### src/rtl/scr1_pipe_lsu_mo_pkg.sv
// Shared types and constants for the multi-outstanding LSU: commands, memory codes,
// exception codes, FSM states and the tracking-FIFO entry.
package scr1_pipe_lsu_mo_pkg;

    localparam int unsigned SCR1_EXC_CODE_WIDTH_E = 4;
    localparam int unsigned SCR1_LSU_CMD_WIDTH_E  = 4;

    typedef enum logic [SCR1_LSU_CMD_WIDTH_E-1:0] {
        SCR1_LSU_CMD_NONE = 4'd0,
        SCR1_LSU_CMD_LB   = 4'd1,
        SCR1_LSU_CMD_LH   = 4'd2,
        SCR1_LSU_CMD_LW   = 4'd3,
        SCR1_LSU_CMD_LBU  = 4'd4,
        SCR1_LSU_CMD_LHU  = 4'd5,
        SCR1_LSU_CMD_SB   = 4'd6,
        SCR1_LSU_CMD_SH   = 4'd7,
        SCR1_LSU_CMD_SW   = 4'd8
    } type_scr1_lsu_cmd_sel_e;

    localparam logic [SCR1_EXC_CODE_WIDTH_E-1:0] SCR1_EXC_CODE_INSTR_MISALIGN   = 4'd0;
    localparam logic [SCR1_EXC_CODE_WIDTH_E-1:0] SCR1_EXC_CODE_LD_ADDR_MISALIGN = 4'd4;
    localparam logic [SCR1_EXC_CODE_WIDTH_E-1:0] SCR1_EXC_CODE_LD_ACCESS_FAULT  = 4'd5;
    localparam logic [SCR1_EXC_CODE_WIDTH_E-1:0] SCR1_EXC_CODE_ST_ADDR_MISALIGN = 4'd6;
    localparam logic [SCR1_EXC_CODE_WIDTH_E-1:0] SCR1_EXC_CODE_ST_ACCESS_FAULT  = 4'd7;

    localparam logic       SCR1_MEM_CMD_RD       = 1'b0;
    localparam logic       SCR1_MEM_CMD_WR       = 1'b1;
    localparam logic [1:0] SCR1_MEM_WIDTH_BYTE   = 2'b00;
    localparam logic [1:0] SCR1_MEM_WIDTH_HWORD  = 2'b01;
    localparam logic [1:0] SCR1_MEM_WIDTH_WORD   = 2'b10;
    localparam logic [1:0] SCR1_MEM_RESP_NOTRDY  = 2'b00;
    localparam logic [1:0] SCR1_MEM_RESP_RDY_OK  = 2'b01;
    localparam logic [1:0] SCR1_MEM_RESP_RDY_ER  = 2'b10;

    typedef enum logic [1:0] {
        SCR1_LSU_MO_IDLE   = 2'd0,
        SCR1_LSU_MO_ACTIVE = 2'd1,
        SCR1_LSU_MO_DRAIN  = 2'd2
    } type_scr1_lsu_mo_fsm_e;

    typedef struct packed {
        type_scr1_lsu_cmd_sel_e cmd;
        logic [1:0]             off;
    } type_scr1_lsu_trk_s;

    function automatic logic scr1_lsu_is_store(input type_scr1_lsu_cmd_sel_e cmd);
        return (cmd == SCR1_LSU_CMD_SB) || (cmd == SCR1_LSU_CMD_SH) || (cmd == SCR1_LSU_CMD_SW);
    endfunction

    function automatic logic [1:0] scr1_lsu_mem_width(input type_scr1_lsu_cmd_sel_e cmd);
        case (cmd)
            SCR1_LSU_CMD_LB, SCR1_LSU_CMD_LBU, SCR1_LSU_CMD_SB: return SCR1_MEM_WIDTH_BYTE;
            SCR1_LSU_CMD_LH, SCR1_LSU_CMD_LHU, SCR1_LSU_CMD_SH: return SCR1_MEM_WIDTH_HWORD;
            default:                                            return SCR1_MEM_WIDTH_WORD;
        endcase
    endfunction

endpackage

### src/rtl/scr1_lsu_trk_fifo.sv
// In-order tracking FIFO holding {cmd, byte offset} of every DMEM request still
// awaiting its response.
module scr1_lsu_trk_fifo
    import scr1_pipe_lsu_mo_pkg::*;
#(
    parameter int unsigned DEPTH = 2,
    localparam int unsigned CNT_W = $clog2(DEPTH + 1),
    localparam int unsigned PTR_W = (DEPTH > 1) ? $clog2(DEPTH) : 1
)
(
    input  logic               clk,
    input  logic               rst_n,
    input  logic               i_push,
    input  type_scr1_lsu_trk_s i_wdata,
    input  logic               i_pop,
    output type_scr1_lsu_trk_s o_head,
    output logic [CNT_W-1:0]   o_count,
    output logic               o_full,
    output logic               o_empty
);

    type_scr1_lsu_trk_s r_mem [DEPTH];
    logic [PTR_W-1:0]   r_wptr;
    logic [PTR_W-1:0]   r_rptr;
    logic [CNT_W-1:0]   r_count;

    // Wrap explicitly so non-power-of-two pointer ranges stay in bounds
    function automatic logic [PTR_W-1:0] ptr_inc(input logic [PTR_W-1:0] p);
        return (p == PTR_W'(DEPTH - 1)) ? '0 : p + PTR_W'(1);
    endfunction

    always_ff @(posedge clk or negedge rst_n) begin
        if (!rst_n) begin
            r_wptr  <= '0;
            r_rptr  <= '0;
            r_count <= '0;
            for (int i = 0; i < DEPTH; i++) begin
                r_mem[i] <= '0;
            end
        end else begin
            if (i_push) begin
                r_mem[r_wptr] <= i_wdata;
                r_wptr        <= ptr_inc(r_wptr);
            end
            if (i_pop) begin
                r_rptr <= ptr_inc(r_rptr);
            end
            r_count <= r_count + CNT_W'(i_push) - CNT_W'(i_pop);
        end
    end

    assign o_head  = r_mem[r_rptr];
    assign o_count = r_count;
    assign o_full  = (r_count == CNT_W'(DEPTH));
    assign o_empty = (r_count == '0);

`ifndef SYNTHESIS
    a_no_push_full: assert property (@(posedge clk) disable iff (!rst_n) !(i_push && o_full));
    a_no_pop_empty: assert property (@(posedge clk) disable iff (!rst_n) !(i_pop && o_empty));
`endif

endmodule

### src/rtl/scr1_pipe_lsu_mo.sv
// Load/store unit with up to OUTST_DEPTH in-flight DMEM requests, in-order completion,
// precise misalign/access-fault exceptions and a drain phase after a faulting response.
module scr1_pipe_lsu_mo
    import scr1_pipe_lsu_mo_pkg::*;
#(
    parameter int unsigned OUTST_DEPTH = 2,
    parameter bit          LANE_ALIGN  = 1'b1
)
(
    input  logic                              clk,
    input  logic                              rst_n,
    input  logic                              exu2lsu_req_i,
    input  type_scr1_lsu_cmd_sel_e            exu2lsu_cmd_i,
    input  logic [31:0]                       exu2lsu_addr_i,
    input  logic [31:0]                       exu2lsu_sdata_i,
    output logic                              lsu2exu_req_ack_o,
    output logic                              lsu2exu_rdy_o,
    output logic [31:0]                       lsu2exu_ldata_o,
    output logic                              lsu2exu_exc_o,
    output logic [SCR1_EXC_CODE_WIDTH_E-1:0]  lsu2exu_exc_code_o,
    output logic                              lsu2exu_busy_o,
    output logic                              lsu2dmem_req_o,
    output logic                              lsu2dmem_cmd_o,
    output logic [1:0]                        lsu2dmem_width_o,
    output logic [31:0]                       lsu2dmem_addr_o,
    output logic [31:0]                       lsu2dmem_wdata_o,
    input  logic                              dmem2lsu_req_ack_i,
    input  logic [31:0]                       dmem2lsu_rdata_i,
    input  logic [1:0]                        dmem2lsu_resp_i
);

    localparam int unsigned CNT_W = $clog2(OUTST_DEPTH + 1);

    type_scr1_lsu_mo_fsm_e r_state;
    type_scr1_lsu_mo_fsm_e w_state_next;
    type_scr1_lsu_trk_s    w_push_data;
    type_scr1_lsu_trk_s    w_head;
    logic [CNT_W-1:0]      w_count;
    logic [CNT_W-1:0]      w_count_next;
    logic                  w_full;
    logic                  w_empty;
    logic [1:0]            w_width;
    logic                  w_misalign;
    logic                  w_dmem_req;
    logic                  w_push;
    logic                  w_pop;
    logic                  w_rdy;
    logic                  w_acc_fault;
    logic                  w_mis_exc;
    logic [7:0]            w_byte;
    logic [15:0]           w_half;
    logic [31:0]           w_ldata;
    logic [31:0]           w_wdata;
    logic [SCR1_EXC_CODE_WIDTH_E-1:0] w_exc_code;

    scr1_lsu_trk_fifo #(.DEPTH(OUTST_DEPTH)) u_trk_fifo (
        .clk     (clk),
        .rst_n   (rst_n),
        .i_push  (w_push),
        .i_wdata (w_push_data),
        .i_pop   (w_pop),
        .o_head  (w_head),
        .o_count (w_count),
        .o_full  (w_full),
        .o_empty (w_empty)
    );

    // Request path: full is the registered count, so a same-cycle pop frees no slot
    assign w_width     = scr1_lsu_mem_width(exu2lsu_cmd_i);
    assign w_misalign  = ((w_width == SCR1_MEM_WIDTH_HWORD) && exu2lsu_addr_i[0])
                       || ((w_width == SCR1_MEM_WIDTH_WORD) && (exu2lsu_addr_i[1:0] != 2'b00));
    assign w_dmem_req  = rst_n && exu2lsu_req_i && !w_misalign && !w_full
                       && (r_state != SCR1_LSU_MO_DRAIN);
    assign w_push      = w_dmem_req && dmem2lsu_req_ack_i;
    assign w_push_data = '{cmd: exu2lsu_cmd_i, off: exu2lsu_addr_i[1:0]};

    // Misalign is only reported once everything older has retired
    assign w_mis_exc   = rst_n && exu2lsu_req_i && w_misalign && w_empty
                       && (r_state == SCR1_LSU_MO_IDLE);

    assign w_pop        = !w_empty && ((dmem2lsu_resp_i == SCR1_MEM_RESP_RDY_OK)
                                    || (dmem2lsu_resp_i == SCR1_MEM_RESP_RDY_ER));
    assign w_rdy        = w_pop && (r_state == SCR1_LSU_MO_ACTIVE);
    assign w_acc_fault  = w_rdy && (dmem2lsu_resp_i == SCR1_MEM_RESP_RDY_ER);
    assign w_count_next = w_count + CNT_W'(w_push) - CNT_W'(w_pop);

    always_ff @(posedge clk or negedge rst_n) begin
        if (!rst_n) begin
            r_state <= SCR1_LSU_MO_IDLE;
        end else begin
            r_state <= w_state_next;
        end
    end

    always_comb begin
        w_state_next = r_state;
        case (r_state)
            SCR1_LSU_MO_IDLE: begin
                if (w_push) w_state_next = SCR1_LSU_MO_ACTIVE;
            end
            SCR1_LSU_MO_ACTIVE: begin
                if (w_count_next == '0)  w_state_next = SCR1_LSU_MO_IDLE;
                else if (w_acc_fault)    w_state_next = SCR1_LSU_MO_DRAIN;
            end
            SCR1_LSU_MO_DRAIN: begin
                if (w_count_next == '0)  w_state_next = SCR1_LSU_MO_IDLE;
            end
            default: w_state_next = SCR1_LSU_MO_IDLE;
        endcase
    end

    // Load lane select and extension, keyed by the head entry of the tracking FIFO
    always_comb begin
        w_byte  = dmem2lsu_rdata_i[7:0];
        w_half  = dmem2lsu_rdata_i[15:0];
        if (LANE_ALIGN) begin
            w_byte = dmem2lsu_rdata_i[{w_head.off, 3'b000} +: 8];
            w_half = dmem2lsu_rdata_i[{w_head.off[1], 4'b0000} +: 16];
        end
        w_ldata = dmem2lsu_rdata_i;
        case (w_head.cmd)
            SCR1_LSU_CMD_LB:  w_ldata = {{24{w_byte[7]}}, w_byte};
            SCR1_LSU_CMD_LBU: w_ldata = {24'h000000, w_byte};
            SCR1_LSU_CMD_LH:  w_ldata = {{16{w_half[15]}}, w_half};
            SCR1_LSU_CMD_LHU: w_ldata = {16'h0000, w_half};
            default:          w_ldata = dmem2lsu_rdata_i;
        endcase
    end

    always_comb begin
        w_wdata = exu2lsu_sdata_i;
        if (LANE_ALIGN) begin
            case (exu2lsu_cmd_i)
                SCR1_LSU_CMD_SB: w_wdata = {4{exu2lsu_sdata_i[7:0]}};
                SCR1_LSU_CMD_SH: w_wdata = {2{exu2lsu_sdata_i[15:0]}};
                default:         w_wdata = exu2lsu_sdata_i;
            endcase
        end
    end

    // Access fault outranks misalign; idle code is INSTR_MISALIGN (zero)
    always_comb begin
        w_exc_code = SCR1_EXC_CODE_INSTR_MISALIGN;
        if (w_acc_fault) begin
            w_exc_code = scr1_lsu_is_store(w_head.cmd) ? SCR1_EXC_CODE_ST_ACCESS_FAULT
                                                       : SCR1_EXC_CODE_LD_ACCESS_FAULT;
        end else if (w_mis_exc) begin
            w_exc_code = scr1_lsu_is_store(exu2lsu_cmd_i) ? SCR1_EXC_CODE_ST_ADDR_MISALIGN
                                                          : SCR1_EXC_CODE_LD_ADDR_MISALIGN;
        end
    end

    assign lsu2exu_req_ack_o  = w_push;
    assign lsu2exu_rdy_o      = w_rdy;
    assign lsu2exu_ldata_o    = rst_n ? w_ldata : 32'h0;
    assign lsu2exu_exc_o      = w_acc_fault || w_mis_exc;
    assign lsu2exu_exc_code_o = w_exc_code;
    assign lsu2exu_busy_o     = rst_n && (!w_empty || (r_state == SCR1_LSU_MO_DRAIN));
    assign lsu2dmem_req_o     = w_dmem_req;
    assign lsu2dmem_cmd_o     = (rst_n && scr1_lsu_is_store(exu2lsu_cmd_i)) ? SCR1_MEM_CMD_WR
                                                                            : SCR1_MEM_CMD_RD;
    assign lsu2dmem_width_o   = rst_n ? w_width : 2'b00;
    assign lsu2dmem_addr_o    = rst_n ? exu2lsu_addr_i : 32'h0;
    assign lsu2dmem_wdata_o   = rst_n ? w_wdata : 32'h0;

`ifndef SYNTHESIS
    a_exc_source: assert property (@(posedge clk) disable iff (!rst_n)
        lsu2exu_exc_o |-> (exu2lsu_req_i || (dmem2lsu_resp_i == SCR1_MEM_RESP_RDY_ER)));
    a_ctrl_known: assert property (@(posedge clk) disable iff (!rst_n)
        !$isunknown({exu2lsu_req_i, dmem2lsu_req_ack_i, dmem2lsu_resp_i,
                     lsu2dmem_req_o, lsu2exu_rdy_o, lsu2exu_exc_o, lsu2exu_busy_o}));
`endif

endmodule

### config.mk
export PLATFORM = sky130hd
export DESIGN_NAME = scr1_pipe_lsu_mo
export DESIGN_NICKNAME = d
export VERILOG_FILES = /design/src/rtl/scr1_pipe_lsu_mo_pkg.sv /design/src/rtl/scr1_lsu_trk_fifo.sv /design/src/rtl/scr1_pipe_lsu_mo.sv
export SDC_FILE = /design/constraint.sdc
export NUM_CORES = 1
export LEC_CHECK = 0
export ABC_AREA = 0
export CORE_ASPECT_RATIO = 0.9
export CORE_MARGIN = 2
export CORE_UTILIZATION = 25
export CTS_CLUSTER_DIAMETER = 30
export DETAILED_ROUTE_END_ITERATION = 8
export RECOVER_POWER = 100
export SYNTH_ARGS = -nofsm -noshare
export SYNTH_HDL_FRONTEND = slang
export SYNTH_HIERARCHICAL = 1
export SYNTH_SLANG_ARGS = --single-unit
### constraint.sdc
create_clock -name clk -period 4.6 [get_ports clk]
set_input_delay 0.69 -clock clk [delete_from_list [all_inputs] [get_ports clk]]
set_output_delay 0.69 -clock clk [all_outputs]
set_load 0.01 [all_outputs]
# [Word-level counts from Yosys, hierarchy flattened]
# Index checks and enable logic that the tools add are counted.
[classes] add_sub_neg=4 magnitude_cmp=3 n_eq_ne=25 n_shift=2 muxes=25 bitwise_logic=2 n_reduce_logical=34
[ops] cell="$pmux W32 S4" count=1
[ops] cell="$mux W32" count=3
[ops] cell="$pmux W32 S2" count=1
[ops] cell="$eq A4 B3 Y1 const B" count=8
[ops] cell="$shiftx A32 B6 Y16" count=1
[ops] cell="$shiftx A32 B6 Y8" count=1
[ops] cell="$mux W6" count=4
[ops] cell="$logic_and A1 B1 Y1" count=16
[ops] cell="$mux W2" count=7
[ops] cell="$bwmux W12" count=1
[ops] cell="$eq A2 B2 Y1 const B" count=4
[ops] cell="$eq A4 B1 Y1 const B" count=2
[ops] cell="$eq A4 B2 Y1 const B" count=2
[ops] cell="$eq A4 B4 Y1 const B" count=2
[ops] cell="$logic_or A1 B1 Y1" count=8
[ops] cell="$demux W6 S1" count=1
[ops] cell="$eq A2 B1 Y1 const B" count=3
[ops] cell="$logic_not A2 Y1" count=3
[ops] cell="$mux W3" count=2
[ops] cell="$pmux W2 S3" count=1
[ops] cell="$reduce_or A3 Y1" count=2
[ops] cell="$ge A2 B2 Y1 const B" count=2
[ops] cell="$ne A2 B2 Y1 const B" count=2
[ops] cell="$not A1 Y2" count=2
[ops] cell="11 further kinds" count=16
[totals] ff_bits=18 input_bits=106

# [Longest topological paths before layout]
# Gate-level depths: netlist (run 1).
[depth] ltp_word=16 ltp_mapped=9 ltp_nobuf=9

# [Hierarchy]
# The synthesis (run 1) kept the hierarchy.
[modules_own_cells] mod="scr1_pipe_lsu_mo" instances=1 cells_each=296 area_each_um2=1973.1
[modules_own_cells] mod="scr1_lsu_trk_fifo" instances=1 cells_each=48 area_each_um2=700.7

# [Worst setup path after synthesis (run 1)]
# Ideal clock, no wire load.
[synth_path] path_type="input -> output" start="in dmem2lsu_resp_i[0]" end="out lsu2exu_exc_code_o[1]" t_arrival_ns=2.279 required_time_ns=3.910 path_slack_ns=1.631 stages=6 path_buffers=0 cell_sequence="inv_1 -> ha_1 -> nor4b_1 -> nand2_1 -> o41ai_1 -> o311a_1"
[synth_via] elab_chain_cells=6
[synth_rtl] element="start, declared" line_no="scr1_pipe_lsu_mo.sv:29" rtl="input logic [1:0] dmem2lsu_resp_i"
[synth_rtl] element="$eq A2 B1 Y1 or $eq A2 B2 Y1 (tied branches)" line_no="scr1_pipe_lsu_mo.sv:81, scr1_pipe_lsu_mo.sv:82"
[synth_rtl] element="$logic_or A1 B1 Y1 (*)" line_no="scr1_pipe_lsu_mo.sv:82" rtl="|| (dmem2lsu_resp_i == SCR1_MEM_RESP_RDY_ER));"
[synth_rtl] element="$logic_and A1 B1 Y1 (*)" line_no="scr1_pipe_lsu_mo.sv:81" rtl="assign w_pop = !w_empty && ((dmem2lsu_resp_i == SCR1_MEM_RESP_RDY_OK)"
[synth_rtl] element="$logic_and A1 B1 Y1 (*)" line_no="scr1_pipe_lsu_mo.sv:83" rtl="assign w_rdy = w_pop && (r_state == SCR1_LSU_MO_ACTIVE);"
[synth_rtl] element="via lsu2exu_rdy_o" line_no="scr1_pipe_lsu_mo.sv:17" rtl="output logic lsu2exu_rdy_o,"
[synth_rtl] element="$logic_and A1 B1 Y1 (*)" line_no="scr1_pipe_lsu_mo.sv:84" rtl="assign w_acc_fault = w_rdy && (dmem2lsu_resp_i == SCR1_MEM_RESP_RDY_ER);"
[synth_rtl] element="$mux W3 (*)" line_no="scr1_pipe_lsu_mo.sv:144" rtl="if (w_acc_fault) begin"
[synth_rtl] element="end, declared" line_no="scr1_pipe_lsu_mo.sv:20" rtl="output logic [SCR1_EXC_CODE_WIDTH_E-1:0] lsu2exu_exc_code_o,"
# Mark *: on every way through the listed nets, which the timed path passes. The rest lies on a longest branch.

==> flow_metrics.env, run 1 <==
export IMPL_cts_tree="built"
export IMPL_drt_initial_drc_count=163
export IMPL_drtAntennaViolNets=0
export IMPL_grt_pass1_vias=3335
export IMPL_synthDominantCellAreaShare=0.168
export IMPL_hold_depth=1
export IMPL_max_freq_ghz=0.234
export IMPL_hold_viol_final=0
export IMPL_skew_ns=0.00236
export IMPL_synthesis_nets=455
export IMPL_r2r_cells=5
export IMPL_synthTopCellsByArea="dfrtp_1 17%, and2_1 9.4%, mux2i_1 7.9%, mux2_2 5.5%, o221a_2 5.1%"
export IMPL_post_route_drc_count=17
export IMPL_ys_flop_type="dfrtp_1"
export IMPL_post_drt_wl_per_cell_um=17.3
export IMPL_placement_io_buffers=212
export IMPL_die_area_um2=11500
export IMPL_layout_common_cells="128 x clkdlybuf4s50_1, 83 x dlygate4sd3_1, 33 x nand2_1, 28 x nor2_1, 25 x a21oi_1"
export IMPL_cp_data_required_time_ns=3.91
export IMPL_gp_congestion=0.854
export IMPL_grtUsageMet1=0.222
export IMPL_cp_depth=6
export IMPL_finalSetupViolations=0
export IMPL_ys_ff_latch=18
export IMPL_leakage_uw=0.00203
export IMPL_grt_busiest_layer="met2"
export IMPL_routed_wl_mm=11.4
export IMPL_layout_drive_gt1_share=0.0772
export IMPL_fin_nets=643
export IMPL_ios=214
export IMPL_numCtsBuffers=3
export IMPL_slew_viol_final=0
export IMPL_path_cells="mux2_1 > or2_2 > o21ai_4 > nand2_1 > o221a_2 > dlygate4sd3_1"
export IMPL_grt_pass1_wl_mm=17.3
export IMPL_finalCriticalPeriod_ns=4.27
export IMPL_antenna_found_initial=0
export IMPL_synth_async_reset_ratio=1.00
export IMPL_yosys_cell_types_count=53
export IMPL_status="complete, but fails checks"
export IMPL_ir_worst_vdd_mv=0.308
export IMPL_start_kind="flop"
export IMPL_critical_path_top_delay_family="compound AO/OA/AOI/OAI gates"
export IMPL_crit_buf_inv=1
export IMPL_gr_total_overflow=0
export IMPL_num_antenna_cells=0
export IMPL_powerDensity_nw_per_um2=459
export IMPL_synth_avg_cell_area_um2=7.77
export IMPL_max_stage_delay_ns=0.61
export IMPL_place_area_um2=4800
export IMPL_core_um2=10300
export IMPL_maxCapViolations=0
export IMPL_final_util=0.473
export IMPL_worstPathArrival_ns=3.58
export IMPL_h_tree_depth=1
export IMPL_postCtsSetupBuffers=0
export IMPL_initial_core_util=0.259
export IMPL_cts_root_buffer="clkbuf_16"
export IMPL_gr_usage_met3=0.0344
export IMPL_fin_crit_sh=0.928
export IMPL_synth_edf_count=0
export IMPL_fillers=1019
export IMPL_postLayoutCellArea_um2=4890
export IMPL_cp_max_fo=29
export IMPL_worstHoldPathType="reg2reg"
export IMPL_rows=35
export IMPL_cts_buffer_depth=2
export IMPL_max_slew_margin=0.274
export IMPL_dp_hpwl_mm=9.22
export IMPL_syn_cell_area_um2=2670
export IMPL_crit_slowest_cell="dlygate4sd3_1"
export IMPL_yosysWarnings=6
export IMPL_final_setup_tns_ns=0
export IMPL_syn_inst=344
export IMPL_viasPerCell=5.01
export IMPL_yosysSeqAreaShare=0.168
export IMPL_area_delta_synth_final_pct=82.7
export IMPL_clock_sinks=18
export IMPL_critical_path_class="reg2out"
export IMPL_rsz0062_at_grt="false"
export IMPL_clk_pin_slew_ns=0.05
export IMPL_clock_latency_ns=0.25
export IMPL_worstMarginPinSlew_ns=1.09
export IMPL_violations="design-rule violations"
export IMPL_yosys_area_top_type="dfrtp_1"
export IMPL_final_common_cell="clkdlybuf4s50_1"
export IMPL_met2_usage=0.351
export IMPL_dr_pass1_iters=9
export IMPL_route_vias_total=3305
export IMPL_die_h_um=102
export IMPL_grt_max_degree=76
export IMPL_end_kind="output pin"
export IMPL_fp_dieW_um=113
export IMPL_grt_total_usage=0.186
-- worst paths after layout --
path | from | to | slack [ns]
setup / recovery | u_trk_fifo/r_rptr | lsu2exu_ldata_o[12] | 0.33
hold / removal | u_trk_fifo/r_mem[7] | u_trk_fifo/r_mem[7] | 0.48
setup reg to reg | u_trk_fifo/o_count[1] | u_trk_fifo/r_mem[10] | 2.20
hold reg to reg | u_trk_fifo/r_mem[7] | u_trk_fifo/r_mem[7] | 0.48
max in group asynchronous | rst_n | u_trk_fifo/r_mem[9] | 3.47
min in group asynchronous | rst_n | u_trk_fifo/r_mem[4] | 0.70
-- where the power goes --
part,internal [µW],switching [µW]
Combinational,863,903
Sequential,231,56.7
Clock,132,55.9
Total,1230,1020
-- worst reg2reg max path, cell delays in order, from the launching register on --
cell      delay (ns)
dfrtp_1         0.43
nor2b_1         0.15
nor4bb_1        0.41
and3b_1         0.37
nor2b_1         0.55
mux2_1          0.38
-- layout make-up --
cell class,instances,area (µm²),share of cell area
Clock buffer,4,88.8,0.0182
Tap cell,129,161,0.0330
Timing Repair Buffer,216,2140,0.438
Sequential cell,18,450,0.0922
Inverter,9,33.8,0.00691
Multi-Input combinational cell,284,2010,0.411
-- flip-flops by register name, indices dropped and copies added, names as in the netlist --
name / flops
u_trk_fifo/r_wptr: 1
u_trk_fifo/r_rptr: 1
u_trk_fifo/o_count: 2
u_trk_fifo/r_mem: 12
r_state: 2
-- layer usage --
metal | part of all wire | up-vias
li1 | - | 1603
met1 | 0.38 | 1555
met2 | 0.53 | 136
met3 | 0.075 | 11
met4 | 0.014 | 0
met5 | 0 | -
-- synth_stat cells (all sizes together), types with 3 or more instances --
library cell,instances
dfrtp,18
nand3b,3
nor2b,4
mux2,19
mux2i,21
nor4bb,3
buf,19
o21a,16
xnor2,6
o221a,14
nand2,33
a21oi,27
inv,9
and2,41
o21ai,20
nor2,28
nor4b,3
ha,5
clkbuf,14
nand2b,3
a31oi,3
a211oi,9
-- logic make-up after synthesis --
| family | count (synthesis) | share of synthesized area |
|---|---|---|
| adder cells (fa/ha/maj) | 5 | 0.0234 |
| XOR/XNOR | 8 | 0.0262 |
| AO/OA/AOI/OAI | 98 | 0.264 |
| other | 1 | 0.00140 |
| buffers and inverters | 42 | 0.0795 |
| flip-flops | 18 | 0.168 |
| multiplexers | 41 | 0.167 |
| AND/OR/NAND/NOR | 131 | 0.270 |
-- metrics by stage --
| step | worst slack (ns) | instances | power (µW) | hold WS (ns) |
|---|---|---|---|---|
| floorplan | 1.63 | 344 | 1460 | 0.394 |
| global placement | 0.487 | 656 | 2120 | 0.472 |
| detailed placement | 0.339 | 656 | 2140 | 0.473 |
| CTS | 0.0734 | 660 | 2340 | 0.484 |
| global route | 0.164 | 660 | 2420 | 0.519 |
| finish | 0.332 | 660 | 2240 | 0.476 |
-- what timing repair did --
action / 4_1_cts / 5_1_grt
hold buffers: 0 / 0
setup endpoints to repair: 0 / 8
gates resized for setup: 0 / 1
hold endpoints to repair: 0 / 0
(Power assumes the default switching activity.)
==> inputs of run 2 (changes only) <==
--- a/config.mk
+++ b/config.mk
@@ -14,5 +14,4 @@
 export RECOVER_POWER = 100
 export SYNTH_ARGS = -nofsm -noshare
 export SYNTH_HDL_FRONTEND = slang
-export SYNTH_HIERARCHICAL = 1
 export SYNTH_SLANG_ARGS = --single-unit
==> flow_metrics.env, run 2 <==
export IMPL_fin_crit_sh=0.930
export IMPL_yosysSeqAreaShare=0.169
export IMPL_switchingPower_uw=1100
export IMPL_synth_async_reset_ratio=1.00
export IMPL_initial_core_util=0.258
export IMPL_clock_sinks=18
export IMPL_dp_hpwl_mm=8.91
export IMPL_placement_io_buffers=212
export IMPL_worstHoldPathType="reg2reg"
export IMPL_fin_nets=674
export IMPL_layout_common_cells="127 x clkdlybuf4s50_1, 84 x dlygate4sd3_1, 73 x nand2_1, 35 x a21oi_1, 25 x and2_1"
export IMPL_postCtsSetupBuffers=0
export IMPL_drtAntennaViolNets=0
export IMPL_route_vias_total=3452
export IMPL_skew_ns=0.00115
export IMPL_gp_congestion=0.846
export IMPL_synthTopCellsByArea="dfrtp_1 17%, nand2_1 10%, and2_1 9.6%, a21oi_1 6.6%, mux2_2 5.9%"
export IMPL_yosys_area_share_simple=0.310
export IMPL_muxShareOfSynthArea=0.126
export IMPL_grt_max_degree=69
export IMPL_final_common_cell="clkdlybuf4s50_1"
export IMPL_leakage_uw=0.00208
export IMPL_p_int_uw=1230
export IMPL_finalCriticalPeriod_ns=4.28
export IMPL_antenna_found_initial=0
export IMPL_core_um2=10300
export IMPL_maxCapViolations=0
export IMPL_cts_repair_resized=0
export IMPL_synth_adder_area_share=0.0141
export IMPL_gr_total_overflow=0
export IMPL_slew_viol_final=0
export IMPL_path_cells="mux2i_2 > mux4_1 > nand3b_1 > and2_1 > a21oi_1 > dlygate4sd3_1"
export IMPL_hold_viol_final=0
export IMPL_reg2reg_slack_ns=2.47
export IMPL_die_area_um2=11500
export IMPL_finalSetupViolations=0
export IMPL_synth_xor_area_frac=0.0230
export IMPL_max_freq_ghz=0.234
export IMPL_yosys_area_top_type="dfrtp_1"
export IMPL_max_stage_delay_ns=0.76
export IMPL_cp_data_required_time_ns=3.91
export IMPL_post_drt_wl_per_cell_um=16.5
export IMPL_stdcell_count=693
export IMPL_place_inst=689
export IMPL_die_h_um=102
export IMPL_cts_buffer_depth=2
export IMPL_synthDominantCellAreaShare=0.169
export IMPL_cts_root_buffer="clkbuf_16"
export IMPL_grt_total_usage=0.185
export IMPL_swShare=0.473
export IMPL_pwr_share_comb=0.770
export IMPL_crit_slowest_cell="dfrtp_1"
export IMPL_critical_path_class="reg2out"
export IMPL_rows=35
export IMPL_cts_tree="built"
export IMPL_area_delta_synth_final_pct=83.8
export IMPL_layout_drive_gt1_share=0.0674
export IMPL_synth_top_family_by_area="simple AND/OR/NAND/NOR gates"
export IMPL_synth_edf_count=0
export IMPL_synth_most_common_cell="nand2_1"
export IMPL_largest_reg_flops=12
export IMPL_syn_inst=375
export IMPL_h_tree_depth=1
export IMPL_num_antenna_cells=0
export IMPL_numCtsBuffers=3
export IMPL_viasPerCell=4.98
export IMPL_synthesis_nets=484
export IMPL_drt_initial_drc_count=211
export IMPL_finalPower_uw=2320
export IMPL_cp_max_fo=19
export IMPL_ios=214
export IMPL_end_kind="output pin"
export IMPL_clock_latency_ns=0.24
export IMPL_final_setup_tns_ns=0
export IMPL_routed_wl_mm=11.4
export IMPL_grt_pass1_vias=3318
export IMPL_yosysWarnings=0
export IMPL_synth_compound_area_frac=0.281
export IMPL_synth_avg_cell_area_um2=7.12
export IMPL_worstPathArrival_ns=3.59
export IMPL_dr_pass1_iters=6
export IMPL_ir_worst_vdd_mv=0.241
export IMPL_status="complete, but fails checks"
export IMPL_post_route_drc_count=16
export IMPL_fillers=1020
export IMPL_p_clk_frac=0.081
export IMPL_ys_ff_latch=18
export IMPL_powerDensity_nw_per_um2=474
export IMPL_cts_hold_buffers=0
export IMPL_clk_pin_slew_ns=0.05
export IMPL_yosys_top_cells_count="73 x nand2_1, 41 x and2_1, 35 x a21oi_1"
export IMPL_fp_dieW_um=113
export IMPL_ys_flop_type="dfrtp_1"
export IMPL_seq_power_share=0.150
export IMPL_syn_cell_area_um2=2670
export IMPL_max_slew_margin=0.280
export IMPL_rsz0062_at_grt="false"
export IMPL_grt_pass1_wl_mm=17.6
export IMPL_worstMarginPinSlew_ns=1.08
export IMPL_violations="design-rule violations"
export IMPL_yosys_cell_types_count=58
export IMPL_regMostFlops="u_trk_fifo.r_mem"
export IMPL_start_kind="flop"
-- run 2: cell count changes after synthesis, moves of 4 or more --
cell	change
mux2_1	-6
a31o_2	+6
a311oi_1	+6
o221a_2	-12
a21oi_1	+10
nor2_1	-7
clkbuf_1	+4
mux2i_1	-10
nand2_1	+40
-- run 2: area by class of cell --
| type | instances | area [µm²] | area share |
|---|---|---|---|
| Tap cell | 129 | 161 | 0.0329 |
| Clock buffer | 4 | 88.8 | 0.0181 |
| Multi-Input combinational cell | 315 | 2010 | 0.410 |
| Timing Repair Buffer | 218 | 2160 | 0.440 |
| Sequential cell | 18 | 450 | 0.0918 |
| Inverter | 9 | 33.8 | 0.00689 |
-- run 2: cells by family after synthesis --
logic type      Yosys count
compound gates          110
xor+xnor                  7
fa+ha+maj                 3
buf+inv                  42
flops                    18
mux                      29
other cells               1
simple gates            165
-- run 2: through the flow --
step	util	hold WS (ns)	worst slack, ns	area, µm²
final	0.475	0.500	0.323	4900
after global routing	0.475	0.530	0.0744	4900
after CTS	0.475	0.501	0.371	4910
after detailed placement	0.467	0.485	0.638	4820
after global placement	0.467	0.476	0.772	4820
after floorplan	-	0.394	1.90	2670
-- run 2: worst max-delay path: cells and delay by family (launching register included) --
kind | cells | cell delay [ns]
mux | 2 | 1.31
compound gates | 1 | 0.11
buf+inv | 1 | 0.61
simple gates | 2 | 0.54
flops | 1 | 0.76
-- run 2: per-layer routing --
metal  global-route usage  part of all wire
met1                0.263              0.45
met4               0.0291            0.0065
met2                0.304              0.46
met5                    0                 0
met3               0.0308             0.076
-- run 2: power groups by stage --
stage	sequential [µW]	combinational, µW	clock (µW)
final	348	1790	188
after global routing	365	1950	200
after CTS	349	1860	193
after detailed placement	350	1850	0
after global placement	348	1830	0
after floorplan	293	1170	0
-- run 2: worst paths after layout --
kind,from,cells after the start,endpoint
max,u_trk_fifo.r_rptr,6,lsu2exu_ldata_o[14]
min,r_state[1],1,r_state[0]
max reg2reg,r_state[0],10,r_state[0]
min reg2reg,r_state[1],1,r_state[0]
max in group asynchronous,rst_n,2,u_trk_fifo.r_mem[2]
min in group asynchronous,rst_n,2,r_state[0]
==> inputs of run 3 (changes only) <==
--- a/config.mk
+++ b/config.mk
@@ -6,11 +6,14 @@
 export NUM_CORES = 1
 export LEC_CHECK = 0
 export ABC_AREA = 0
+export CELL_PAD_IN_SITES_DETAIL_PLACEMENT = 2
+export CELL_PAD_IN_SITES_GLOBAL_PLACEMENT = 2
 export CORE_ASPECT_RATIO = 0.9
 export CORE_MARGIN = 2
-export CORE_UTILIZATION = 25
+export CORE_UTILIZATION = 17
 export CTS_CLUSTER_DIAMETER = 30
 export DETAILED_ROUTE_END_ITERATION = 8
+export PLACE_DENSITY_LB_ADDON = 0.1
 export RECOVER_POWER = 100
 export SYNTH_ARGS = -nofsm -noshare
 export SYNTH_HDL_FRONTEND = slang
==> flow_metrics.env, run 3 (synthesis results as in run 2) <==
export IMPL_status="finished clean"
export IMPL_rsz0062_at_grt="false"
export IMPL_postLayoutCellArea_um2=5030
export IMPL_dp_hpwl_mm=11.3
export IMPL_core_um2=15400
export IMPL_skew_ns=0.00297
export IMPL_area_delta_synth_final_pct=88.6
export IMPL_final_common_cell="clkdlybuf4s50_1"
export IMPL_fp_dieW_um=136
export IMPL_finalSetupViolations=0
export IMPL_drtAntennaViolNets=0
export IMPL_hold_viol_final=0
export IMPL_worstPathArrival_ns=3.58
export IMPL_regMostFlops="u_trk_fifo.r_mem"
export IMPL_place_area_um2=4950
export IMPL_maxCapViolations=0
export IMPL_max_slew_margin=0.245
export IMPL_final_setup_tns_ns=0
export IMPL_grt_total_usage=0.165
export IMPL_post_drt_wl_per_cell_um=18.3
export IMPL_timing_rr_start="r_state[0]"
export IMPL_min_from="u_trk_fifo.r_wptr"
export IMPL_ir_worst_vdd_mv=0.255
export IMPL_grt_pass1_wl_mm=21.9
export IMPL_worstMarginPinSlew_ns=1.13
export IMPL_timing_rr_end="r_state[0]"
export IMPL_grt_pass1_vias=3778
export IMPL_ios=214
export IMPL_crit_slowest_cell="dfrtp_1"
export IMPL_grt_max_degree=69
export IMPL_gr_total_overflow=0
export IMPL_antenna_found_initial=0
export IMPL_clk_pin_slew_ns=0.05
export IMPL_initial_core_util=0.173
export IMPL_layout_common_cells="134 x clkdlybuf4s50_1, 77 x dlygate4sd3_1, 73 x nand2_1, 35 x a21oi_1, 25 x and2_0"
export IMPL_cts_repair_resized=0
export IMPL_critical_path_class="reg2out"
export IMPL_cts_hold_buffers=0
export IMPL_start_kind="flop"
export IMPL_post_route_drc_count=0
export IMPL_max_freq_ghz=0.234
export IMPL_finalCriticalPeriod_ns=4.27
export IMPL_crit_buf_inv=1
export IMPL_clock_sinks=18
export IMPL_largest_reg_flops=12
export IMPL_fin_crit_sh=0.928
export IMPL_end_kind="output pin"
export IMPL_rows=43
export IMPL_slew_viol_final=0
export IMPL_path_cells="mux2i_2 > mux4_1 > nand3b_1 > and2_0 > a21oi_1 > dlygate4sd3_1"
export IMPL_clock_latency_ns=0.25
export IMPL_cts_tree="built"
export IMPL_cp_max_fo=19
export IMPL_cts_root_buffer="clkbuf_16"
export IMPL_reg2reg_slack_ns=2.46
export IMPL_route_vias_total=3564
export IMPL_gp_congestion=0.741
export IMPL_dr_pass1_iters=4
export IMPL_routed_wl_mm=14.1
export IMPL_cp_depth=6
export IMPL_critical_path_top_delay_family="multiplexers"
export IMPL_cts_buffer_depth=2
export IMPL_leakage_uw=0.00209
export IMPL_endpoint="lsu2exu_ldata_o[12]"
export IMPL_cp_startpoint="u_trk_fifo.r_rptr"
export IMPL_placement_io_buffers=212
export IMPL_cp_data_required_time_ns=3.91
export IMPL_die_h_um=123
export IMPL_max_stage_delay_ns=0.81
export IMPL_viasPerCell=4.62
export IMPL_die_area_um2=16700
export IMPL_powerDensity_nw_per_um2=484
export IMPL_h_tree_depth=1
export IMPL_worstHoldPathType="reg2reg"
export IMPL_drt_initial_drc_count=72
export IMPL_layout_drive_gt1_share=0.0757
export IMPL_postCtsSetupBuffers=0
export IMPL_fin_nets=678
export IMPL_numCtsBuffers=3
export IMPL_r2r_cells=10
[run 3: changes by cell type in the layout (fill, tap and decap cells not counted), moves of 4 or more]
cell	change
clkdlybuf4s50_1	+7
and2_0	+8
dlygate4sd3_1	-7
and2_1	-8
buf_4	+4
[run 3: tightest hold or removal path: cells and delay by family (launching register included)]
family | cells | cell delay (ns)
flip-flops | 1 | 0.35
AND/OR/NAND/NOR | 2 | 0.12
[run 3: layout make-up]
class	instances	area, µm²
inverter	9	33.8
multi-input combinational	315	2020
fill	1785	10400
timing repair buffer	222	2190
antenna	1	2.50
tap	202	253
sequential	18	450
clock buffer	4	88.8
[run 3: through the flow]
step	hold WS, ns	std cells	setup WS, ns	total power (µW)	utilization
3_3_place_gp	0.477	766	0.779	2300	0.321
3_5_place_dp	0.482	766	0.635	2340	0.321
2_1_floorplan	0.394	375	1.90	1470	-
4_1_cts	0.505	770	0.353	2550	0.327
5_1_grt	0.510	770	0.0567	2670	0.327
6_report	0.500	771	0.333	2440	0.327
[run 3: power breakdown]
group,switching (µW),internal [µW],leakage [µW]
combinational,990,890,0.00182
sequential,129,233,0.000226
clock,61.0,132,0.0000442
[run 3: how the worst min path moves through the flow]
stage	end	slack (ns)	cells after the start
after floorplan	r_state[0]	0.39	0
after global placement	u_trk_fifo.r_wptr	0.48	2
after detailed placement	u_trk_fifo.r_wptr	0.48	2
after CTS	u_trk_fifo.r_wptr	0.50	2
after global routing	r_state[0]	0.51	1
final	u_trk_fifo.r_wptr	0.50	2
[run 3: per-layer routing]
metal,track usage,share of wire,vias to the layer above
met5,0,0,-
met4,0.00781,0.00043,0
met3,0.0281,0.064,2
met2,0.294,0.49,130
met1,0.219,0.45,1722
li1,-,-,1710
